File: config.mk
export PLATFORM = sky130hd
export DESIGN_NAME = fact_engine_flat
export DESIGN_NICKNAME = d
export VERILOG_FILES = /design/src/rtl/fact_pkg.sv /design/src/rtl/fact_if.sv /design/src/rtl/fact_mul.sv /design/src/rtl/fact_engine.sv /design/src/flat_wrapper.sv
export SDC_FILE = /design/constraint.sdc
export NUM_CORES = 1
export LEC_CHECK = 0
export ABC_CLOCK_PERIOD_IN_PS = 13400
export CORE_MARGIN = 2
export CORE_UTILIZATION = 55
export CTS_CLUSTER_SIZE = 8
export DETAILED_ROUTE_END_ITERATION = 7
export GPL_ROUTABILITY_DRIVEN = 0
export PLACE_DENSITY = 0.71
export SLEW_MARGIN = 10
export SYNTH_ARGS = -nofsm -noshare
export SYNTH_HDL_FRONTEND = slang
export SYNTH_SLANG_ARGS = --single-unit
File: constraint.sdc
create_clock -name clk -period 13.4 [get_ports clk]
set_input_delay 3.35 -clock clk [delete_from_list [all_inputs] [get_ports clk]]
set_output_delay 3.35 -clock clk [all_outputs]
set_load 0.005 [all_outputs]
File: src/rtl/fact_pkg.sv
// -----------------------------------------------------------------------------
// fact_pkg
// Shared types and constants for the sequential factorial engine.
//   fact_state_t  : FSM state encoding (IDLE, CALC)
//   FACT_WIDTH    : default result / accumulator width
//   FACT_IN_WIDTH : default operand width
//   max_fit_n()   : largest n whose true n! is below 2**width
// -----------------------------------------------------------------------------
package fact_pkg;

  typedef enum logic {
    IDLE = 1'b0,
    CALC = 1'b1
  } fact_state_t;

  localparam int FACT_WIDTH    = 32;
  localparam int FACT_IN_WIDTH = 8;

  // Largest n with n! < 2**width. The 256-bit scratch value covers widths
  // well beyond anything this engine is expected to be built with.
  function automatic int max_fit_n(input int width);
    logic [255:0] f;
    f = 256'd1;
    for (int k = 2; k < 64; k++) begin
      f = f * 256'(k);
      if ((f >> width) != 256'd0) return k - 1;
    end
    return 63;
  endfunction

endpackage

File: src/rtl/fact_if.sv
// -----------------------------------------------------------------------------
// fact_if
// Request/response bundle between a controller (master) and the factorial
// engine (slave).
//   start    : request strobe, master -> slave
//   data     : operand n, master -> slave
//   busy     : computation in progress, slave -> master
//   done     : one-cycle completion pulse, slave -> master
//   fact     : n! modulo 2**WIDTH, slave -> master
//   overflow : true n! did not fit in WIDTH bits, slave -> master
// -----------------------------------------------------------------------------
interface fact_if
  import fact_pkg::*;
#(
  parameter int WIDTH    = FACT_WIDTH,
  parameter int IN_WIDTH = FACT_IN_WIDTH
);

  logic                start;
  logic [IN_WIDTH-1:0] data;
  logic                busy;
  logic                done;
  logic [WIDTH-1:0]    fact;
  logic                overflow;

  modport master (
    output start, data,
    input  busy, done, fact, overflow
  );

  modport slave (
    input  start, data,
    output busy, done, fact, overflow
  );

endinterface

File: src/rtl/fact_mul.sv
// -----------------------------------------------------------------------------
// fact_mul
// Combinational unsigned WIDTH x WIDTH -> 2*WIDTH multiplier.
//   i_a, i_b : unsigned operands
//   o_prod   : full-width product
//   o_ovf    : upper WIDTH bits of the product are non-zero
// -----------------------------------------------------------------------------
module fact_mul #(
  parameter int WIDTH = 32
) (
  input  logic [WIDTH-1:0]   i_a,
  input  logic [WIDTH-1:0]   i_b,
  output logic [2*WIDTH-1:0] o_prod,
  output logic               o_ovf
);

  // Widen both operands first so the product is computed at full width.
  assign o_prod = {{WIDTH{1'b0}}, i_a} * {{WIDTH{1'b0}}, i_b};
  assign o_ovf  = |o_prod[2*WIDTH-1:WIDTH];

endmodule

File: src/rtl/fact_engine.sv
// -----------------------------------------------------------------------------
// fact_engine
// Iterative factorial: one multiply per clock, n-1 multiplies for operand n.
//   clk         : clock, rising edge
//   rst_n       : asynchronous active-low reset
//   bus         : fact_if slave (start, data, busy, done, fact, overflow)
//   o_dbg_state : current FSM state, for observation only
//
// Handshake: start is sampled only in IDLE; the accepting edge captures data.
// busy is high exactly while in CALC. done pulses for the single cycle after
// the terminal edge, when fact/overflow update; they hold until the next
// done. The FSM is already IDLE in the done cycle, so a start there is
// accepted (back-to-back). start during CALC is dropped, not queued.
// -----------------------------------------------------------------------------
module fact_engine
  import fact_pkg::*;
#(
  parameter int WIDTH    = FACT_WIDTH,
  parameter int IN_WIDTH = FACT_IN_WIDTH
) (
  input  logic        clk,
  input  logic        rst_n,
  fact_if.slave       bus,
  output fact_state_t o_dbg_state
);

  fact_state_t r_state;
  fact_state_t w_state_nxt;

  logic [WIDTH-1:0]    r_acc;
  logic [IN_WIDTH-1:0] r_i;
  logic                r_ovf_sticky;
  logic [WIDTH-1:0]    r_fact;
  logic                r_ovf;
  logic                r_done;

  logic [WIDTH-1:0]    w_i_ext;
  logic [2*WIDTH-1:0]  w_prod;
  logic                w_mul_ovf;
  logic                w_last;
  logic                w_accept;
  logic                w_step;
  logic                w_finish;

  // Counter drives the multiplier as an unsigned WIDTH-bit operand.
  assign w_i_ext = WIDTH'(r_i);
  // 0 and 1 both terminate, which makes 0! = 1! = 1 with no multiply.
  assign w_last  = (r_i <= IN_WIDTH'(1));

  fact_mul #(.WIDTH(WIDTH)) u_mul (
    .i_a    (r_acc),
    .i_b    (w_i_ext),
    .o_prod (w_prod),
    .o_ovf  (w_mul_ovf)
  );

  always_ff @(posedge clk or negedge rst_n) begin
    if (!rst_n) r_state <= IDLE;
    else        r_state <= w_state_nxt;
  end

  always_comb begin
    w_state_nxt = r_state;
    w_accept    = 1'b0;
    w_step      = 1'b0;
    w_finish    = 1'b0;
    case (r_state)
      IDLE: begin
        if (bus.start) begin
          w_accept    = 1'b1;
          w_state_nxt = CALC;
        end
      end
      CALC: begin
        if (w_last) begin
          w_finish    = 1'b1;
          w_state_nxt = IDLE;
        end else begin
          w_step = 1'b1;
        end
      end
      default: w_state_nxt = IDLE;
    endcase
  end

  // Overflow is sticky for the whole run; iteration continues regardless so
  // latency depends on n alone.
  always_ff @(posedge clk or negedge rst_n) begin
    if (!rst_n) begin
      r_acc        <= '0;
      r_i          <= '0;
      r_ovf_sticky <= 1'b0;
      r_fact       <= '0;
      r_ovf        <= 1'b0;
      r_done       <= 1'b0;
    end else begin
      r_done <= 1'b0;
      if (w_accept) begin
        r_i          <= bus.data;
        r_acc        <= WIDTH'(1);
        r_ovf_sticky <= 1'b0;
      end
      if (w_step) begin
        r_acc        <= w_prod[WIDTH-1:0];
        r_i          <= r_i - IN_WIDTH'(1);
        r_ovf_sticky <= r_ovf_sticky | w_mul_ovf;
      end
      if (w_finish) begin
        r_fact <= r_acc;
        r_ovf  <= r_ovf_sticky;
        r_done <= 1'b1;
      end
    end
  end

  assign bus.busy     = (r_state == CALC);
  assign bus.done     = r_done;
  assign bus.fact     = r_fact;
  assign bus.overflow = r_ovf;
  assign o_dbg_state  = r_state;

endmodule

File: src/flat_wrapper.sv
// flat-port wrapper written by rule: the top's interface ports become plain ports
module fact_engine_flat import fact_pkg::*;
#(
  parameter int WIDTH    = FACT_WIDTH,
  parameter int IN_WIDTH = FACT_IN_WIDTH
)
  (clk, rst_n, o_dbg_state, bus_start, bus_data, bus_busy, bus_done, bus_fact, bus_overflow);
  fact_if #(.WIDTH(WIDTH), .IN_WIDTH(IN_WIDTH)) bus_i ();
  input  logic clk;
  input  logic rst_n;
  output fact_state_t o_dbg_state;
  input wire logic [$bits(bus_i.start)-1:0] bus_start;
  input wire logic [$bits(bus_i.data)-1:0] bus_data;
  output wire logic [$bits(bus_i.busy)-1:0] bus_busy;
  output wire logic [$bits(bus_i.done)-1:0] bus_done;
  output wire logic [$bits(bus_i.fact)-1:0] bus_fact;
  output wire logic [$bits(bus_i.overflow)-1:0] bus_overflow;
  assign bus_i.start = bus_start;
  assign bus_i.data = bus_data;
  assign bus_busy = bus_i.busy;
  assign bus_done = bus_i.done;
  assign bus_fact = bus_i.fact;
  assign bus_overflow = bus_i.overflow;
  fact_engine #(.WIDTH(WIDTH), .IN_WIDTH(IN_WIDTH)) u_core (.clk(clk), .rst_n(rst_n), .bus(bus_i), .o_dbg_state(o_dbg_state));
endmodule
==> results of run 1 <==
## area by class of cell
| class | count | area, µm² | share of cell area [%] |
|---|---|---|---|
| Clock buffer | 9 | 225 | 1.88 |
| Clock inverter | 7 | 57.6 | 0.479 |
| Inverter | 171 | 642 | 5.34 |
| Multi-Input combinational cell | 881 | 8340 | 69.5 |
| Sequential cell | 76 | 1900 | 15.8 |
| Tap cell | 270 | 338 | 2.81 |
| Timing Repair Buffer | 52 | 503 | 4.19 |
## sequential cells by signal, summed over array words and instances, names as in the netlist
name,cells
u_core.bus.overflow,1
u_core.r_i,8
u_core.bus.done,1
u_core.r_ovf_sticky,1
u_core.bus.fact,32
u_core.r_acc,32
u_core.bus.busy,1
## cell families (layout without fill, tap and decap cells)
group | Yosys count | after routing | synth area share [%]
AO/OA/AOI/OAI | 161 | 161 | 9.48
XOR/XNOR | 30 | 30 | 2.34
adder cells (fa/ha/maj) | 242 | 242 | 39.0
buffers and inverters | 246 | 239 | 8.78
flip-flops | 76 | 76 | 16.9
multiplexers | 33 | 33 | 3.31
AND/OR/NAND/NOR | 415 | 415 | 20.1
## worst paths after layout
path	start	endpoint	cells past startpoint
worst max-delay path	u_core.r_i[2]$_DFFE_PN0P_	u_core.r_ovf_sticky$_DFFE_PN0P_	16
worst min-delay path	u_core.bus.fact[6]$_DFFE_PN0P_	u_core.bus.fact[6]$_DFFE_PN0P_	1
worst max register to register	u_core.r_i[2]$_DFFE_PN0P_	u_core.r_ovf_sticky$_DFFE_PN0P_	16
worst min register to register	u_core.bus.fact[6]$_DFFE_PN0P_	u_core.bus.fact[6]$_DFFE_PN0P_	1
max in group asynchronous	rst_n	u_core.r_i[4]$_DFFE_PN0P_	1
min in group asynchronous	rst_n	u_core.r_acc[10]$_DFFE_PN0P_	1
## metal layers
metal,vias up,global-route usage (%),share of wire [%]
li1,3773,-,-
met1,4240,33.8,42
met2,199,47.9,52
met3,55,3.60,4.0
met4,0,7.09,2.5
met5,-,0,0
## worst reg2reg max path, cell delays in order (launching register included)
cell and delay (ps):
dfrtp_1 1180, and2_1 290, fa_1 430, fa_1 530, fa_1 500, inv_1 50, fa_1 470, inv_1 50
ha_1 370, a21oi_1 260, nor2_1 70, a311oi_1 430, o2111ai_1 270, and3b_1 240, or3_1 340, a221oi_1 280
a31oi_1 120
## per-stage QoR
step / util, % / setup WS, ps / instance area (µm²)
after floorplan: - / 8200 / 11200
after global placement: 58.3 / 7550 / 11700
after detailed placement: 58.3 / 7440 / 11700
after CTS: 59.7 / 7420 / 12000
after global routing: 59.7 / 7080 / 12000
final: 59.7 / 7410 / 12000
## Yosys cell counts, types with 3 or more instances
| library cell | count |
|---|---|
| nor2_1 | 22 |
| a21oi_2 | 3 |
| o311ai_0 | 4 |
| clkbuf_1 | 48 |
| nor3_1 | 5 |
| and3_1 | 5 |
| o21a_1 | 4 |
| inv_1 | 171 |
| buf_1 | 4 |
| nand2_1 | 94 |
| mux2_2 | 33 |
| o31ai_1 | 3 |
| dfrtp_1 | 76 |
| a21o_1 | 16 |
| ha_1 | 62 |
| buf_2 | 11 |
| a21oi_1 | 39 |
| o221ai_1 | 5 |
| nand2b_1 | 3 |
| o21bai_1 | 5 |
| o211ai_1 | 5 |
| nor2b_1 | 5 |
| nand4_1 | 12 |
| a31oi_1 | 5 |
| o21ai_0 | 48 |
| xnor2_1 | 17 |
| and2_1 | 214 |
| fa_1 | 180 |
| a211oi_1 | 3 |
| nand3_1 | 41 |
| or3_1 | 5 |
| buf_4 | 9 |
| xor2_1 | 13 |
==> results by group, run 1 <==
Floorplan
  • DIE HEIGHT: 147 µm
  • # rows: 52
  • Core Region: 0.0201 mm²
  • DIE WIDTH: 147 µm
  • Initial Util: 55.9%
  • Ports: 47
  • Die area: ~0.022 mm²

Layout
  • Ant diodes: 0
  • # fillers: 1773
  • Layout Nets: 1444
  • Share of cells above drive strength 1: 6.10%
  • Most frequent cells in the layout: and2_1 (214), fa_1 (180), inv_1 (171)
  • Synth-to-Final Area Change: 6.98%
  • Post-Layout Cell Count: 1466
  • Commonest non-fill, non-tap cell in the layout: and2_1

Logic synthesis
  • Most used DFF post-synth: dfrtp_1
  • Yosys top cell area share: 32.1%
  • Number of synthesized flops with an enable pin: 0
  • Syn Area/Cell: 9.33 µm²
  • Mapped Cells: between 1000 and 1500
  • Synth area leaders: fa_1 (32%), dfrtp_1 (17%), and2_1 (12%)
  • Post-synth top area cell: fa_1
  • Mapped cell area: 0.0112 mm²
  • Total number of yosys warnings: 0
  • Post-synth ARST share: 100%
  • Distinct cells, synth: 60
  • Sequential area share after synthesis: 16.9%
  • #FFs+latches synth: 76
  • Syn_nets: 1456

Global routing
  • First-pass GRT wire length: between 40000 and 50000 µm
  • Grt total ovfl: 0
  • Overall routing resource usage: 26.6%
  • Largest net degree at the start of global routing: 77
  • Vias in the first global route: 9034
  • Initial antenna violation count: 0

Setup path
  • Crit-path cells: and2_1, fa_1, fa_1, fa_1, inv_1, fa_1, inv_1, ha_1, a21oi_1, nor2_1, a311oi_1, o2111ai_1, and3b_1, or3_1, a221oi_1, a31oi_1
  • Startpoint types: flop
  • Worst Setup Path Type: flop to flop
  • FF-to-FF setup slack: 7410 ps
  • Buf/Inv on CP: 2
  • Crit path max fanout: 35
  • CP Data Arrival Time: slightly above 6000 ps
  • Max stage delay on crit path: 1180 ps
  • Most frequent cell on the critical path: fa_1
  • CP required: 13630 ps
  • CP endpoint kind: flop
  • CP max stage cell: dfrtp_1
  • Top cell family by delay on the critical path: adder cells

Place
  • PortBufs: 46
  • Placed insts: 1450
  • Post-DP HPWL: 20000 µm

Clocking
  • Clk buf depth: 2
  • Post-CTS Hold Buffers: 0
  • Clk root buf: clkbuf_16
  • CTS resizes: 0
  • H-tree depth: 3
  • Worst skew pair latency: between 300 and 400 ps
  • TritonCTS Sinks: 76
  • Clk pin slew, worst setup/hold paths: approximately 70 ps
  • CTS buffer count: 9
  • CTS tree: built
  • Setup Buffers After CTS: 0

STA
  • Worst Skew: a little over 5 ps
  • WHS: slightly above 500 ps
  • Final period util: 44.7%
  • Slew @ Worst Pin: 1250 ps
  • Tmin final: 5990 ps
  • Max frequency: approximately 0.17 GHz
  • RSZ-0062 raised after global routing: no
  • Fin. Hold Viols: 0
  • Final Max Tran Viols: 0
  • Endpoints failing setup: 0
  • Relative slew slack: 16.4%
  • Setup_tns: 0 ps

Detailed routing
  • WL/cell: 18.1 µm
  • Total wire length: 26600 µm
  • DRC violations left: 0
  • DRT iter0 DRCs: 421
  • Drt first pass iters: 5
  • ANT nets after route: 0
  • Vias per cell: approximately 5.6
  • Vias: about 8300

Job
  • Max cap viols: 0

Worst hold path
  • Hold Crit Class: flop to flop

Status
  • Status: finished clean
Power of run 1 is not shown: default switching activity piles up to over one toggle a cycle in this logic, so the estimate is an artifact.
==> inputs of run 2 (changes only) <==
- ABC_CLOCK_PERIOD_IN_PS: 13400 -> 5700
- clock period: 13.4 -> 5.7 ns (I/O delays scaled with it)
==> results by group, run 2 (same netlist as run 1, synthesis figures left out) <==
Setup path
  • CP endpoint kind: flop
  • Worst R2R Path Depth: 16
  • CP max stage cell: fa_1
  • Startpoint types: flop
  • FF-to-FF setup slack: between 200 and 300 ps
  • CP Data Arrival Time: 5630 ps
  • Buf/Inv on CP: 2
  • Crit-path cells: buf_4, buf_4, and2_1, fa_1, fa_1, fa_1, fa_1, ha_1, a21o_1, a31oi_2, nor2b_1, o2111ai_1, and3b_1, or3_1, a221oi_1, a31oi_1
  • FF-to-FF Start: u_core.r_i[3]$_DFFE_PN0P_
  • CP required: 5920 ps
  • Top cell family by delay on the critical path: adder cells
  • Worst Setup Path Type: flop to flop
  • Max stage delay on crit path: 590 ps
  • Most frequent cell on the critical path: fa_1
  • Crit path max fanout: 17
  • Worst R2R End: u_core.r_ovf_sticky$_DFFE_PN0P_

Layout
  • Commonest non-fill, non-tap cell in the layout: and2_1
  • Ant diodes: 0
  • Multi-input logic area: 0.00836 mm²
  • Synth-to-Final Area Change: 8.88%
  • # fillers: 1748
  • Layout Nets: around 1500
  • Final Util: 60.8%
  • Most frequent cells in the layout: and2_1 (214), fa_1 (180), inv_1 (171)
  • Reg area: 0.00191 mm²
  • Share of cells above drive strength 1: 8.22%

Worst hold path
  • Hold path start: u_core.bus.fact[28]$_DFFE_PN0P_
  • WHS Path Cells: 1
  • Worst Hold Path EP: u_core.bus.fact[28]$_DFFE_PN0P_
  • Hold Crit Class: flop to flop

Job
  • Max cap viols: 0

STA
  • Relative slew slack: 35.1%
  • Max frequency: 0.185 GHz
  • Slew @ Worst Pin: 971 ps
  • Setup_tns: 0 ps
  • Final Max Tran Viols: 0
  • Worst Skew: 13.0 ps
  • Final period util: 94.9%
  • RSZ-0062 raised after global routing: no
  • Fin. Hold Viols: 0
  • WHS: ~510 ps
  • Tmin final: about 5400 ps
  • Worst Slack Setup Final: 292 ps
  • Endpoints failing setup: 0

Detailed routing
  • Drt first pass iters: 5
  • DRC violations left: 0
  • Vias per cell: approximately 5.7
  • Total wire length: 27900 µm
  • WL/cell: 18.8 µm
  • Vias: 8475
  • ANT nets after route: 0
  • DRT iter0 DRCs: between 300 and 400

Floorplan
  • DIE HEIGHT: 147 µm
  • Initial Util: between 50% and 60%
  • Ports: 47
  • # rows: 52
  • DIE WIDTH: 147 µm
  • Core Region: 0.0201 mm²
  • Die area: ~0.022 mm²

Global routing
  • Vias in the first global route: 8790
  • Overall routing resource usage: 27.0%
  • Initial antenna violation count: 0
  • First-pass GRT wire length: 45700 µm
  • Largest net degree at the start of global routing: 61
  • Grt total ovfl: 0

Place
  • PortBufs: 46
  • Post-DP HPWL: 21800 µm
  • Place WS: 98.9 ps

Status
  • Status: finished clean

Clocking
  • Post-CTS Hold Buffers: 0
  • TritonCTS Sinks: 76
  • H-tree depth: 3
  • Clk pin slew, worst setup/hold paths: 70 ps
  • Clk buf depth: 2
  • CTS buffer count: 9
  • CTS tree: built
  • Worst skew pair latency: 360 ps
  • Clk root buf: clkbuf_16
-- run 2: cell types whose count changed in the layout (fill, tap and decap cells not counted), moves of 2 or more --
cell / before / now
buf_4: 7 / 27
clkinvlp_4: 2 / 0
clkinv_4: 0 / 2
dfrtp_2: 1 / 5
dfrtp_1: 75 / 71
-- run 2: final cells by class --
class                      count  area share, %
clock buffer                  10           1.95
clock inverter                 6          0.573
inverter                     171           5.25
multi-input combinational    881           68.3
sequential                    76           15.6
tap                          270           2.76
timing repair buffer          73           5.51
-- run 2: metal layers --
metal  track usage, %  wire [µm]
met5                0          0
met4             10.1       1090
met3             3.76       1190
met2             47.5      14500
met1             34.0      11100
-- run 2: how the worst max path moves through the flow --
| stage | end | slack, ps | from | cells after the start |
|---|---|---|---|---|
| after global placement | u_core.r_ovf_sticky$_DFFE_PN0P_ | 220 | u_core.r_i[4]$_DFFE_PN0P_ | 17 |
| after floorplan | u_core.r_ovf_sticky$_DFFE_PN0P_ | 500 | u_core.r_i[3]$_DFFE_PN0P_ | 19 |
| after global routing | u_core.r_ovf_sticky$_DFFE_PN0P_ | 50 | u_core.r_i[2]$_DFFE_PN0P_ | 18 |
| after detailed placement | u_core.r_ovf_sticky$_DFFE_PN0P_ | 100 | u_core.r_i[4]$_DFFE_PN0P_ | 17 |
| after CTS | u_core.r_ovf_sticky$_DFFE_PN0P_ | 60 | u_core.r_i[4]$_DFFE_PN0P_ | 17 |
| final | u_core.r_ovf_sticky$_DFFE_PN0P_ | 290 | u_core.r_i[3]$_DFFE_PN0P_ | 16 |
-- run 2: per-stage QoR --
step | cell area, µm² | std cells
after floorplan | 11200 | 1203
after global placement | 11900 | 1469
after detailed placement | 11900 | 1469
after CTS | 12200 | 1485
after global routing | 12200 | 1487
final | 12200 | 1487
-- run 2: timing repair --
action | CTS | global route
endpoints found under the setup margin | 0 | 1
resized for setup | 0 | 7
buffers inserted | 0 | 2
Power of run 2 is left out for the same reason.
